[config.mk]
export PLATFORM = sky130hd
export DESIGN_NAME = rs_pulse_driver
export DESIGN_NICKNAME = d
export VERILOG_FILES = /design/src/rtl/rs_pulse_driver.sv
export SDC_FILE = /design/constraint.sdc
export NUM_CORES = 1
export LEC_CHECK = 0
export CAP_MARGIN = 20
export CORE_AREA = 2 2 39 41
export DETAILED_ROUTE_END_ITERATION = 6
export DIE_AREA = 0 0 41 43
export DONT_BUFFER_PORTS = 1
export PLACE_DENSITY_LB_ADDON = 0.2
export REMOVE_ABC_BUFFERS = 1
export SKIP_LAST_GASP = 1
export SLEW_MARGIN = 40
export SYNTH_ARGS = -nofsm -noshare
export SYNTH_HDL_FRONTEND = slang
export SYNTH_SLANG_ARGS = --single-unit
[constraint.sdc]
create_clock -name clk -period 3.2 [get_ports clk]
set_input_delay 0 -clock clk [delete_from_list [all_inputs] [get_ports clk]]
set_output_delay 0 -clock clk [all_outputs]
set_load 0.01 [all_outputs]
[src/rtl/rs_pulse_driver.sv]
`default_nettype none
// ============================================================================
//  Module   : rs_pulse_driver
//  Brief    : Turns single-cycle set/reset requests into clean, non-overlapping
//             active-low set0/rst0 pulses of fixed width, each followed by a
//             recovery gap, for driving a set0/rst0-style latch.
//             Optional build macro RS_PULSE_DRIVER_SENSE_CHECK_EN adds a
//             q_sense input and a sticky err output that flags a latch whose
//             sensed state disagrees with the expected state at gap end.
//  Revision : 1.0 - initial release
// ============================================================================
module rs_pulse_driver #(
  parameter int PULSE_CYCLES = 3,
  parameter int GAP_CYCLES   = 2,
  parameter int CNT_W        = 4
) (
  input  logic clk,
  input  logic rst,
  input  logic req_valid,
  input  logic req_op,
`ifdef RS_PULSE_DRIVER_SENSE_CHECK_EN
  input  logic q_sense,
  output logic err,
`endif
  output logic ready,
  output logic set0,
  output logic rst0,
  output logic done,
  output logic q_exp,
  output logic q_known
);

  // --------------------------------------------------------------------------
  // Elaboration-time parameter checks: a zero-length pulse or gap would let
  // the latch see glitches or overlapping stimulus, so refuse to build.
  // --------------------------------------------------------------------------
  generate
    if (CNT_W < 1) begin : g_bad_cnt_w
      $error("rs_pulse_driver: CNT_W must be at least 1");
    end
    if (PULSE_CYCLES < 1 || PULSE_CYCLES > (2 ** CNT_W) - 1) begin : g_bad_pulse
      $error("rs_pulse_driver: PULSE_CYCLES out of range 1..2^CNT_W-1");
    end
    if (GAP_CYCLES < 1 || GAP_CYCLES > (2 ** CNT_W) - 1) begin : g_bad_gap
      $error("rs_pulse_driver: GAP_CYCLES out of range 1..2^CNT_W-1");
    end
  endgenerate

  // State encoding
  localparam logic [1:0] ST_IDLE  = 2'd0;
  localparam logic [1:0] ST_PULSE = 2'd1;
  localparam logic [1:0] ST_GAP   = 2'd2;

  // Counter reload values; the counter runs N-1 down to 0 for N cycles
  localparam logic [CNT_W-1:0] PULSE_LOAD = CNT_W'(PULSE_CYCLES - 1);
  localparam logic [CNT_W-1:0] GAP_LOAD   = CNT_W'(GAP_CYCLES - 1);
  localparam logic [CNT_W-1:0] CNT_ONE    = CNT_W'(1);

  logic [1:0]       state;
  logic [CNT_W-1:0] cnt;
  logic             op;        // captured operation: 0 = set, 1 = reset

  logic             accept;    // request taken this cycle
  logic             pulse_end; // last low cycle of the pulse
  logic             gap_end;   // last cycle of the recovery gap
  logic             cnt_zero;

  // Decode the events that drive every register below
  always_comb begin
    cnt_zero  = (cnt == '0);
    accept    = (state == ST_IDLE) && req_valid && ready;
    pulse_end = (state == ST_PULSE) && cnt_zero;
    gap_end   = (state == ST_GAP) && cnt_zero;
  end

  // Sequencer: state, cycle counter, captured op, ready and done
  always_ff @(posedge clk or posedge rst) begin
    if (rst) begin
      state <= ST_IDLE;
      cnt   <= '0;
      op    <= 1'b0;
      ready <= 1'b1;
      done  <= 1'b0;
    end else begin
      done <= 1'b0;
      case (state)
        ST_IDLE: begin
          if (accept) begin
            op    <= req_op;
            cnt   <= PULSE_LOAD;
            state <= ST_PULSE;
            ready <= 1'b0;
          end
        end
        ST_PULSE: begin
          if (cnt_zero) begin
            cnt   <= GAP_LOAD;
            state <= ST_GAP;
          end else begin
            cnt <= cnt - CNT_ONE;
          end
        end
        ST_GAP: begin
          if (cnt_zero) begin
            state <= ST_IDLE;
            done  <= 1'b1;
            ready <= 1'b1;
          end else begin
            cnt <= cnt - CNT_ONE;
          end
        end
        default: begin
          state <= ST_IDLE;
          cnt   <= '0;
          ready <= 1'b1;
        end
      endcase
    end
  end

  // Latch drive: only the selected line ever goes low, so set0 and rst0
  // can never be low together; reset forces both high asynchronously.
  always_ff @(posedge clk or posedge rst) begin
    if (rst) begin
      set0 <= 1'b1;
      rst0 <= 1'b1;
    end else if (accept) begin
      set0 <= req_op;
      rst0 <= ~req_op;
    end else if (pulse_end || (state != ST_PULSE)) begin
      set0 <= 1'b1;
      rst0 <= 1'b1;
    end
  end

  // Expected latch state, known once the first pulse has completed
  always_ff @(posedge clk or posedge rst) begin
    if (rst) begin
      q_exp   <= 1'b0;
      q_known <= 1'b0;
    end else if (pulse_end) begin
      q_exp   <= ~op;
      q_known <= 1'b1;
    end
  end

`ifdef RS_PULSE_DRIVER_SENSE_CHECK_EN
  // Sticky sense mismatch flag, evaluated once per operation at gap end
  always_ff @(posedge clk or posedge rst) begin
    if (rst) begin
      err <= 1'b0;
    end else if (gap_end && (q_sense != q_exp)) begin
      err <= 1'b1;
    end
  end
`else
  // No sense input in this build: gap_end is only used by the sense check
  logic unused_gap_end;
  always_comb unused_gap_end = gap_end;
`endif

endmodule
`default_nettype wire

==> results.md, run 1 <==
- Across every metal layer, demand over resource in global routing totals 0.1763.
- The most common cell in the synthesized netlist is sky130_fd_sc_hd__dfrtp_1.
- The end of the worst register-to-register path is q_exp$_DFFE_PP0P_.
- Buffers placed on the I/O ports in this run total 0.
- The final global-route overflow total is 0.
- The area growth from synthesis to layout is 8.000%.
- STA puts the critical path data required time at between 3 and 4 ns.
- The worst-case hold path end point is cnt[1]$_DFFE_PP0P_.
- The worst register-to-register path has a setup slack of 1.45 ns.
- The average cell area after synthesis is about 10 sq um.
- After floorplanning, the core was divided into 14 placement rows.
- The detailed-route wire length per cell is 13.52 microns.
- The overall power consumption is around 0.27 mW.
- The number of instances in the synthesized netlist is 66.
- In the final layout, the share of cells above drive strength 1 is 0.1143.
- For met3 alone, demand over resource in global routing was 0.02094.
- For the final database, setup skew stands at approximately 0.0020 ns.
- The part of the Yosys area used for sequential elements is 0.4782.
- No sink is reached through more buffers than the 2 on the longest clock path.
- Once detailed placement completed, the half-perimeter wirelength came to between 800 and 900 microns.
- Counting flops with a built-in enable in the synthesized netlist gives 0.
- The H-tree depth reported by CTS is 1.
- The number of failing setup endpoints in the final timing report is 0.
- The reg-to-reg critical path startpoint is cnt[0]$_DFFE_PP0P_.
- Max-cap violations in this run came to 0.
- The final number of max-transition violations is 0.
- Post-CTS timing repair inserted 0 buffers for setup.
- The number of unique standard cell types used by synthesis is 28.
- Of all nets on the critical path, the largest fanout is 11.
- The arrival time of the worst setup path is 1.91 ns.
- After the last flow step, the layout net total stands at just under 80.
- For the pin with the worst max-slew slack, the measured transition is 0.6691 ns.
- By count the netlist is led by 10 x sky130_fd_sc_hd__dfrtp_1, 5 x sky130_fd_sc_hd__nand2b_1.
- The tree is rooted in a sky130_fd_sc_hd__clkbuf_4.
- Once detail routing completed, the nets flagged for antenna violations numbered 0.
- The startpoint type of the worst setup path is a flip-flop.
- The later-pin clock latency in the skew report is roughly 0.27 ns.
- The detail-routed via count per cell is 5.581.
- The synthesis warning total is 0.
- Of the available clock period, the critical path in the final layout requires 0.5462.
- The number of global-route vias before repair is 498.
- The kind of critical path is reg -> reg.
- For this run, design rule violations remaining after detail routing come to 0.
- The die height is between 40 and 50 microns.
- The met2 routing resource usage after global routing is 0.2500.
- The final antenna diode count is 0.
- For this run, the slowest stage of the critical path takes between 0.5 and 0.6 ns.
- The number of instances on the worst hold path is 3.
- In the global route stage, met1 resource usage came out at 0.2421.
- The wire length of the first global-routing pass is 2083 microns.
- The area share of the largest cell type after synthesis is 0.3636.
- The die width is between 40 and 50 microns.
- The critical path endpoint category is a flip-flop.
- Of all flip-flops after synthesis, the portion carrying an async set or reset was 1.000.
- After synthesis the netlist holds a flip-flop and latch count of 13.
- The vias after detailed routing is 480.
- The count of endpoints failing hold in the final timing report is 0.
- The critical path goes through inv_1 -> ha_1 -> nor3b_2 -> nand2_1 -> mux2i_1.
- The first TritonRoute pass finished after 3 iterations.
- The tightest slew margin relative to the limit is 0.5520.
- The global routing stage identified its most utilized layer as met2.
- The total core area is between 1000 and 1500 sq um.
- 10 I/O pins were placed.
- Setup repair after global routing left no endpoint under its margin.
- The final weighted congestion in routability-driven placement is 0.6809.
- In this run, CTS created clock tree buffers numbering 3.
- The worst vdd rail ir drop is 0.2822 mV.
- The clock-pin slew on the worst setup and hold paths is approximately 0.080 ns.
- The cell type with the largest total area after synthesis is sky130_fd_sc_hd__dfrtp_1.
- The total negative setup slack is 0 ns.
- The tightest min-delay check is of the in -> reg type.
- The CTS tree is done.
- The clock period could shrink to 1.748 ns.
- Ranked by total cell area, the synthesized netlist is headed by sky130_fd_sc_hd__dfrtp_1 36%, sky130_fd_sc_hd__dfstp_2 11%, sky130_fd_sc_hd__nand2b_1 4.5%.
- Entering global routing, the biggest net connects 16 pins.
- For this configuration, the core starts out at a cell density of 0.4973.
- The mapped cell area is 688.2 sq um.
- The initial antenna violation count is 0.
- CTS saw 13 sinks.
- The starting DRC count in detailed routing is 4.
- The highest clock frequency the design can meet is 572.1 MHz.
- The dominant synthesized flop cell is sky130_fd_sc_hd__dfrtp_1.
- The area of the die is 1763 sq um.
- The power per standard cell area is 364.7 nW/um^2.
- The routed wire length is roughly 1200 microns.
- The cell type of the slowest stage on the worst timing path is sky130_fd_sc_hd__nor3b_2.
- The worst hold path begins at req_valid.
- The analysis attributes to cell leakage a power of 0.3402 nW.
- The flow ran to the end, and the final reports show no timing, DRC or antenna violations.
- The cell count of the worst reg-to-reg path is 5.
[report_power, final]
part	internal [mW]	switching, mW	total, mW
sequential	0.164	0	0.164
combinational	0.00288	0.00409	0.00697
clock	0.0482	0.0515	0.0998
total	0.215	0.0556	0.271
[sequential cells by signal (all words and copies together) (netlist names)]
| signal | cells |
|---|---|
| rst0 | 1 |
| q_known | 1 |
| q_exp | 1 |
| cnt | 4 |
| ready | 1 |
| set0 | 1 |
| op | 1 |
| done | 1 |
| state | 2 |
[cells in the final DEF (no fill, tap or decap), types with 2 or more instances in the layout]
cell,instances
sky130_fd_sc_hd__a32o_1,2
sky130_fd_sc_hd__ha_1,2
sky130_fd_sc_hd__clkbuf_4,3
sky130_fd_sc_hd__a21oi_1,3
sky130_fd_sc_hd__mux2_1,2
sky130_fd_sc_hd__nand2b_1,5
sky130_fd_sc_hd__o21bai_1,2
sky130_fd_sc_hd__inv_1,4
sky130_fd_sc_hd__nor2b_1,2
sky130_fd_sc_hd__nor3b_1,4
sky130_fd_sc_hd__nor3_1,4
sky130_fd_sc_hd__dfstp_2,3
sky130_fd_sc_hd__dlygate4sd3_1,3
sky130_fd_sc_hd__dfrtp_1,10
sky130_fd_sc_hd__o21ai_1,2
sky130_fd_sc_hd__nand2_1,3
sky130_fd_sc_hd__nor2_1,4
[kinds of logic after synthesis]
family                   count (synthesis)  share of synthesized area
AO/OA/AOI/OAI                           15                     0.1618
AND/OR/NAND/NOR                         25                     0.2109
adder cells (fa/ha/maj)                  2                    0.03636
buffers and inverters                    7                    0.05272
flip-flops                              13                     0.4782
XOR/XNOR                                 1                    0.01273
multiplexers                             3                    0.04727
[routing by layer]
metal  share of wire  vias up
met5               0        -
met4           0.013        0
met3           0.020        2
met2            0.49        4
met1            0.48      233
li1                -      241
[critical path: cells and delay by family, from the launching register on]
kind / cells / cell delay, ns
AND/OR/NAND/NOR: 2 / 0.76
flip-flops: 1 / 0.40
adder cells (fa/ha/maj): 1 / 0.19
multiplexers: 1 / 0.16
buffers and inverters: 1 / 0.13
[what timing repair did]
item	in CTS	in global routing
hold buffers	3	0
endpoints found under the hold margin	18	0
gates resized for setup	0	0
[cell type report]
class                      instances  area (sq um)
inverter                           4         15.01
timing repair buffer               3         30.03
sequential                        13         329.1
multi-input combinational         46         322.8
clock buffer                       4         26.28
tap                               16         20.02
fill                             139         640.6
[stage by stage]
| stage | cell area (sq um) | setup WS (ns) | hold WS (ns) | util | std cells |
|---|---|---|---|---|---|
| CTS | 743.2 | 1.439 | 0.04363 | 0.5371 | 86 |
| global placement | 686.9 | 1.491 | -0.06573 | 0.4964 | 79 |
| global route | 743.2 | 1.322 | 0.07345 | 0.5371 | 86 |
| detailed placement | 686.9 | 1.458 | -0.06274 | 0.4964 | 79 |
| finish | 743.2 | 1.452 | 0.04984 | 0.5371 | 86 |
| floorplan | 666.9 | 1.684 | -0.1252 | - | 63 |
[worst max path at each step]
stage / startpoint / to / slack [ns] / cells after the start
after floorplan: cnt[0]$_DFFE_PP0P_ / q_exp$_DFFE_PP0P_ / 1.68 / 5
after global placement: cnt[0]$_DFFE_PP0P_ / q_exp$_DFFE_PP0P_ / 1.49 / 5
after detailed placement: cnt[0]$_DFFE_PP0P_ / q_exp$_DFFE_PP0P_ / 1.46 / 5
after CTS: cnt[0]$_DFFE_PP0P_ / q_exp$_DFFE_PP0P_ / 1.44 / 5
after global routing: cnt[0]$_DFFE_PP0P_ / q_exp$_DFFE_PP0P_ / 1.32 / 5
final: cnt[0]$_DFFE_PP0P_ / q_exp$_DFFE_PP0P_ / 1.45 / 5
Note: power is estimated with default switching activity, not from simulation.
==> run 2: changes to the inputs <==
--- a/config.mk
+++ b/config.mk
@@ -5,6 +5,7 @@
 export SDC_FILE = /design/constraint.sdc
 export NUM_CORES = 1
 export LEC_CHECK = 0
+export ABC_AREA = 1
 export CAP_MARGIN = 20
 export CORE_AREA = 2 2 39 41
 export DETAILED_ROUTE_END_ITERATION = 6
==> constraint.sdc (replaced) <==
create_clock -name clk -period 1.7 [get_ports clk]
set_input_delay 0 -clock clk [delete_from_list [all_inputs] [get_ports clk]]
set_output_delay 0 -clock clk [all_outputs]
set_load 0.01 [all_outputs]
==> run 2 against run 1 <==
- worst setup slack got worse by 1.1 ns
- wire length increased by 0.60%
- clock power grew 94%
- die area is the same
- first-iteration DRC count grew 75%
- sequential cell count did not move
- design area fell by 0.51%
- clock skew is 0.0035 ns higher
- utilization decreased by 0.27 points
- clock-buffer cell count shrank 1
- register-to-register slack got worse by 1.1 ns
- power grew to 5.4 times the previous value
- largest cell class unchanged
- highest routed layer unchanged
==> results.md, run 2 <==
- The run finished with clean final reports.
- The floorplan step set the die width to approximately 41 microns.
- CTS placed an instance of sky130_fd_sc_hd__clkbuf_4 at the clock tree root.
- The power per standard cell area is a little under 2000 nW/um^2.
- Grouping stages by cell kind, the critical path spends the most delay in simple AND/OR/NAND/NOR gates.
- The register containing the most flip-flops in the final layout is cnt.
- The area of the die is 1763 sq um.
- Compared with the post-synthesis result, the final layout area differs by 11.72%.
- The starting DRC count in detailed routing is 7.
- The critical path depth in cells is 8.
- The vias after detailed routing is slightly above 500.
- The share of async-settable or async-resettable flops after synthesis is 1.000.
- Detailed placement finished with a half-perimeter wire length of ~860 microns.
- Of all cell types, the one taking the most synthesized area is sky130_fd_sc_hd__dfrtp_1.
- The largest registers in the layout are cnt x4, state x2.
- The flip-flop and latch count after synthesis is 13.
- Summed over all failing endpoints, the final setup total negative slack is 0 ns.
- The detail-routed via count per cell is between 4 and 5.
- The pre-CTS worst setup slack is 0.3811 ns.
- The die height is 43 microns.
- The number of cell rows is 14.
- The kind of critical path is reg -> reg.
- Counting instances in the post-synthesis netlist gives the leading cell types as 35 x sky130_fd_sc_hd__nand2_1, 10 x sky130_fd_sc_hd__dfrtp_1, 10 x sky130_fd_sc_hd__inv_1, 10 x sky130_fd_sc_hd__nor2_1, 6 x sky130_fd_sc_hd__nand3_1.
- After detailed routing, the total wire length is about 1200 microns.
- Post-CTS repair changed the size of 0 cells.
- The share of the Yosys chip area taken by registers is 0.4972.
- The final cell area excluding filler cells is 739.5 sq um.
- For this run, the total global-route usage over all layers was measured as 0.1777.
- The worst hold path belongs to the class in -> async.
- The largest stage delay on the critical path is 0.37 ns.
- For this configuration, the core starts out at a cell density of 0.4783.
- The final number of max-transition violations is 0.
- The final antenna diode count is 0.
- The initial antenna violation count is 0.
- The pin slew with the least headroom to its limit is 0.4957 ns.
- For this run, the leading register cell type out of synthesis is sky130_fd_sc_hd__dfrtp_1.
- Clock-pin slew was measured on the worst setup and hold paths at 0.08 ns.
- The arrival time of the worst setup path is ~1.5 ns.
- The pre-antenna-repair detailed-routing pass consisted of 4 iterations.
- In this run the worst path has a maximum fanout of 6.
- The fraction of final layout cells with drive strength greater than 1 is 0.1684.
- Yosys mapped the design onto 12 distinct sky130hd cell types.
- The final global-route overflow total is 0.
- The count of endpoints failing hold in the final timing report is 0.
- Traced cell by cell, the critical path runs through inv_1 -> ha_1 -> nand2_2 -> nor2_4 -> nor2_4 -> inv_2 -> nand2_1 -> nand2_1.
- In this run the number of H-tree levels came out at 1.
- The later-pin clock latency in the skew report is 0.28 ns.
- Among all cell types in the netlist, the one instantiated most often is sky130_fd_sc_hd__nand2_1.
- The minimum clock period is roughly 1.3 ns.
- The CTS tree is done.
- Summing all placed instances gives a cell area of 681.9 sq um.
- The proportion of power drawn by combinational gates is 0.473.
- The maximum number of pins on one net before global-route repair is 14.
- The number of top-level pins is 10.
- STA classifies the critical path startpoint as a flip-flop.
- Of the total power, registers draw 0.395.
- The worst-case IR drop observed on VDD is 0.9773 mV.
- The tightest slew margin relative to the limit is 0.6692.
- The post-route worst setup slack is between 0.3 and 0.4 ns.
- For this run, design rule violations remaining after detail routing come to 0.
- For this design the total switching power over the nets is around 0.68 mW.
- The share of synthesized area in the top cell type comes to 0.3781.
- The longest clock path from root to sink contains 2 buffers.
- Synthesis produced a netlist whose cell count is 88.
- The clock group share of total power is 0.132.
- In the post-synthesis netlist, the biggest area contributors are sky130_fd_sc_hd__dfrtp_1 38%, sky130_fd_sc_hd__nand2_1 20%, sky130_fd_sc_hd__dfstp_2 12%.
- Buffers placed on the I/O ports in this run total 0.
- The internal portion of the total power is 0.7837 mW.
- The number of global-route vias before repair came to 521.
- Max-cap violations in this run came to 0.
- Summed over all cells, the static leakage comes to 0.4134 nW.
- Leaving out fill and tap cells, the most frequent cell in the layout is sky130_fd_sc_hd__nand2_1.
- The clock drives 13 sinks.
- After detailed routing, the average wire length per cell comes to 10.54 microns.
- At the worst endpoint, the required time is 1.88 ns.
- The synthesized design contains 0 enable-type register cells.
- The synthesis warning total is 0.
- The slowest stage of the critical path belongs to the cell sky130_fd_sc_hd__dfrtp_1.
- The clock skew is ~0.0055 ns.
- The critical path endpoint category is a flip-flop.
- Setup repair after global routing left no endpoint under its margin.
- The flip-flop count of the largest register, all copies and words added is 4.
- Static timing analysis puts the maximum clock frequency at 756.0 MHz.
- The first global-routing pass estimated 2097 microns of wire.
- The synthesized netlist occupies a cell area of 661.9 sq um.
- Counting both buffers and inverters, the worst setup path holds a total of 2.
- Counting the buffers created by CTS gives 3.
- In the finished design, the share of the clock period the worst path needs comes to 0.7781.
- Setup violations remaining at the end of the flow were counted as 0.
- In the final design database the tool counted roughly 100 nets.
- The net switching fraction of the power is 0.4650.
- The number of filler instances in the final layout is 140.
- After floorplanning, the core was sized to cover between 1000 and 1500 sq um.
- At the end of routability-driven placement, the weighted congestion stood at between 0.7 and 0.8.
- The top cell types in the final layout, fill and taps aside, are 35 x sky130_fd_sc_hd__nand2_1, 10 x sky130_fd_sc_hd__nor2_1, 10 x sky130_fd_sc_hd__inv_1, 10 x sky130_fd_sc_hd__dfrtp_1, 6 x sky130_fd_sc_hd__nand3_1.
- For the worst flop-to-flop path, the logic depth is 8.
- Once detail routing completed, the nets flagged for antenna violations numbered 0.
- In this run the mean area of a mapped cell was roughly 7.5 sq um.
## run 2: changes by cell type after synthesis, moves of 4 or more
cell                       previous run  this run
sky130_fd_sc_hd__nor3b_1              4         0
sky130_fd_sc_hd__nand2b_1             5         0
sky130_fd_sc_hd__nand3_1              1         6
sky130_fd_sc_hd__nor3_1               4         0
sky130_fd_sc_hd__nor2_1               4        10
sky130_fd_sc_hd__inv_2                0         4
sky130_fd_sc_hd__nand2_1              3        35
sky130_fd_sc_hd__inv_1                4        10
## run 2: cells by family (layout without fill, tap and decap cells)
kind of cell / count (synthesis) / in the layout / share of synthesized area
flops: 13 / 13 / 0.4972
buf+inv: 14 / 21 / 0.07939
compound gates: 3 / 3 / 0.02268
simple gates: 56 / 56 / 0.3630
fa+ha+maj: 2 / 2 / 0.03780
## run 2: area by class of cell
type | instances | area [sq um] | area share
clock inverters | 1 | 5.005 | 0.006768
well taps | 16 | 20.02 | 0.02707
clock buffers | 3 | 22.52 | 0.03046
multi-input cells | 61 | 280.3 | 0.3790
flip-flops and latches | 13 | 329.1 | 0.4450
repair buffers | 3 | 30.03 | 0.04061
inverters | 14 | 52.55 | 0.07107
## run 2: metrics by stage
step / std cells / power, mW / utilization / hold WS (ns)
after global placement: 104 / 1.268 / 0.4928 / -0.05973
final: 111 / 1.465 / 0.5344 / 0.1727
after global routing: 111 / 1.624 / 0.5344 / 0.2412
after floorplan: 88 / 1.140 / - / -0.1252
after detailed placement: 104 / 1.276 / 0.4928 / -0.04291
after CTS: 111 / 1.479 / 0.5344 / 0.2011
## run 2: path summary, 6_finish.rpt
path | endpoint | start | slack (ns)
worst max-delay path | cnt[3]$_DFFE_PP0P_ | cnt[0]$_DFFE_PP0P_ | 0.38
max in group asynchronous | set0$_DFFE_PP1P_ | rst | 1.17
worst min register to register | q_exp$_DFFE_PP0P_ | op$_DFFE_PP0P_ | 0.47
worst min-delay path | state[0]$_DFFE_PP0P_ | rst | 0.17
min in group clk | rst0$_DFFE_PP1P_ | req_op | 0.33
worst max register to register | cnt[3]$_DFFE_PP0P_ | cnt[0]$_DFFE_PP0P_ | 0.38
## run 2: layer usage
metal	global-route usage	share of wire	vias up	wire length, microns
li1	-	-	276	-
met1	0.2381	0.45	221	522
met2	0.2563	0.46	16	538
met3	0.03665	0.061	5	71
met4	0.1000	0.032	0	37
met5	0	0	-	0
## run 2: power groups by stage
stage | clock network [mW] | logic, mW | registers [mW]
global route | 0.205 | 0.822 | 0.597
global placement | 0 | 0.689 | 0.579
floorplan | 0 | 0.581 | 0.558
CTS | 0.198 | 0.702 | 0.579
finish | 0.194 | 0.693 | 0.578
detailed placement | 0 | 0.694 | 0.582
## run 2: repair_timing
action                                 in CTS  in global routing
setup buffers                               0                  0
endpoints found under the hold margin      16                  0
hold buffers                                3                  0
==> run 3: changes to the inputs <==
==> constraint.sdc (replaced) <==
create_clock -name clk -period 1.35 [get_ports clk]
set_input_delay 0 -clock clk [delete_from_list [all_inputs] [get_ports clk]]
set_output_delay 0 -clock clk [all_outputs]
set_load 0.01 [all_outputs]
==> run 3 against run 2 <==
- power up 31%
- sequential power up 26%
- die area unchanged
==> results.md, run 3 (synthesized netlist as in run 2, its figures left out) <==
- The flow ran to the end, and the final reports show no timing, DRC or antenna violations.
- The routed wire length is roughly 1300 microns.
- The largest registers in the layout are cnt x4, state x2.
- Once detail routing completed, the nets flagged for antenna violations numbered 0.
- The clock skew is around 0.011 ns.
- The total core area is 1384 sq um.
- For the pin with the worst max-slew slack, the measured transition is roughly 0.5 ns.
- The vias after detailed routing is 519.
- The number of cell rows is 14.
- The starting DRC count in detailed routing is 8.
- During I/O placement, the number of pins put on the boundary was 10.
- The total global routing track utilization is 0.1859.
- The count of placed standard cells including taps is 104.
- CTS placed an instance of sky130_fd_sc_hd__clkbuf_4 at the clock tree root.
- Measured along the x axis, the die boundary spans 41 microns.
- The DRC violation count after routing is 0.
- Using the TritonRoute via totals, the vias-per-cell ratio works out to 4.634.
- The power per standard cell area is 2513 nW/um^2.
- The register with the most flip-flops in the final layout is cnt.
- The clock net in this run drives a total of 13 sinks.
- The CTS tree is done.
- The HPWL after detailed placement is 877.4 microns.
- The initial antenna violation count is 0.
- The wire length of the first global-routing pass is 2145 microns.
- The worst setup path is launched from a flip-flop.
- The multi-input combinational cells in the finished layout cover a total of 297.8 sq um.
- The register cell area after layout is around 330 sq um.
- The H-tree depth reported by CTS is 1.
- Setup total negative slack on the finished layout was measured at 0 ns.
- The maximum number of pins on one net before global-route repair is 14.
- The number of filler instances in the final layout is roughly 140.
- The number of clock buffers added by TritonCTS is 3.
- The setup path with the least slack is of type reg -> reg.
- Setup repair after global routing left no endpoint under its margin.
- The number of nets in the layout is 103.
- The clock period could shrink to 1.250 ns.
- The detailed-route wire length per cell is approximately 11 microns.
- The non-filler instance count after layout is 112.
- The most frequent standard cell in the layout excluding fill and tap cells is sky130_fd_sc_hd__nand2_1.
- Setup violations remaining at the end of the flow were counted as 0.
- The worst-case IR drop observed on VDD is 1.277 mV.
- The clock passes through at most 2 buffers.
- Static timing analysis puts the maximum clock frequency at 800.2 MHz.
- The register with the most flip-flops in the layout has 4 of them.
- 0 antenna diodes ended up in the layout.
- Leaving out fill and tap cells, the most frequent cells in the layout are 35 x sky130_fd_sc_hd__nand2_1, 10 x sky130_fd_sc_hd__nor2_1, 10 x sky130_fd_sc_hd__dfrtp_1.
- The worst setup path is captured at a flip-flop.
- The fraction of final layout cells with drive strength greater than 1 is 0.1979.
- For this run, the detailed router's first-pass iteration total came to 4.
- The tool flagged a number of max-cap violations equal to 0.
- The initial utilization of the core area, before any placement, comes to 0.4783.
- In this run the tool buffered the top-level ports with 0 buffer cells.
- The area of the die is roughly 1800 sq um.
- The die height is 43 microns.
- The type of the worst min-delay path is in -> async.
- The count of endpoints failing hold in the final timing report is 0.
- The area added between synthesis and finish is 15.50%.
- The arrival time of the worst setup path is around 1.4 ns.
- The total overflow left after global routing is 0.
- Clock-pin slew was measured on the worst setup and hold paths at ~0.090 ns.
- The tightest slew margin relative to the limit is 0.6667.
- The final number of max-transition violations is 0.
- The required time of the worst setup path is roughly 1.5 ns.
- Along the worst path, the maximum fanout reaches 6.
- The number of global-route vias before repair is roughly 520.
- In the finished design, the share of the clock period the worst path needs comes to 0.9257.
- The later pin in the worst-skew pair is clocked with a latency of 0.28 ns.
- The analysis attributes to cell leakage a power of 0.4223 nW.
- The final weighted congestion in routability-driven placement is 0.7329.
## run 3: cell types whose count changed in the layout (fill, tap and decap cells not counted), sizes merged
cell	before	now
buf	0	1
## run 3: worst paths after layout
kind                       slack [ns]  cells past startpoint                  to          startpoint
max                              0.10                      8  cnt[3]$_DFFE_PP0P_  cnt[1]$_DFFE_PP0P_
min                              0.17                      2      done$_DFF_PP0_                 rst
max reg2reg                      0.10                      8  cnt[3]$_DFFE_PP0P_  cnt[1]$_DFFE_PP0P_
min reg2reg                      0.47                      1   q_exp$_DFFE_PP0P_      op$_DFFE_PP0P_
max in group asynchronous        0.81                      2    set0$_DFFE_PP1P_                 rst
min in group clk                 0.34                      2    rst0$_DFFE_PP1P_              req_op
## run 3: worst max-delay path: stages, from the launching register on
cell	delay [ns]
sky130_fd_sc_hd__dfrtp_1	0.37
sky130_fd_sc_hd__inv_1	0.09
sky130_fd_sc_hd__ha_4	0.17
sky130_fd_sc_hd__nand2_4	0.09
sky130_fd_sc_hd__nor2_4	0.05
sky130_fd_sc_hd__nor2_4	0.17
sky130_fd_sc_hd__inv_2	0.07
sky130_fd_sc_hd__nand2_1	0.06
sky130_fd_sc_hd__nand2_1	0.05
## run 3: through the flow
step	hold slack (ns)	power (mW)	setup WS [ns]	area (sq um)	util
5_1_grt	0.2384	2.126	0.0005402	764.5	0.5524
3_5_place_dp	-0.04340	1.609	0.03018	681.9	0.4928
3_3_place_gp	-0.05973	1.597	0.04776	681.9	0.4928
2_1_floorplan	-0.1252	1.435	0.1596	661.9	-
6_report	0.1745	1.921	0.1002	764.5	0.5524
4_1_cts	0.2010	1.864	0.01441	739.5	0.5344
## run 3: metal layers
layer / vias up / share of wire / GRT usage / routed length, microns
met3: 4 / 0.034 / 0.03665 / 43
met5: - / 0 / 0 / 0
met1: 226 / 0.48 / 0.2551 / 603
met2: 10 / 0.47 / 0.2563 / 595
met4: 0 / 0.021 / 0.1200 / 27
li1: 279 / - / - / -
## run 3: where the power goes
part / total [mW] / leakage [nW] / switching [mW] / internal (mW)
Sequential: 0.731 / 0.155 / 0.156 / 0.575
Combinational: 0.946 / 0.249 / 0.614 / 0.331
Clock: 0.244 / 0.0177 / 0.134 / 0.110
## run 3: final cells by class
type | count | area share
clock buffer | 3 | 0.02946
clock inverter | 1 | 0.006547
inverter | 14 | 0.06874
multi-input combinational | 61 | 0.3895
sequential | 13 | 0.4304
tap | 16 | 0.02619
timing repair buffer | 4 | 0.04910
## run 3: what timing repair did
| item | CTS | global route |
|---|---|---|
| hold buffers | 3 | 0 |
| hold endpoints to repair | 16 | 0 |
| setup endpoints to repair | 0 | 6 |
| setup buffers | 0 | 1 |
| resized for setup | 0 | 4 |
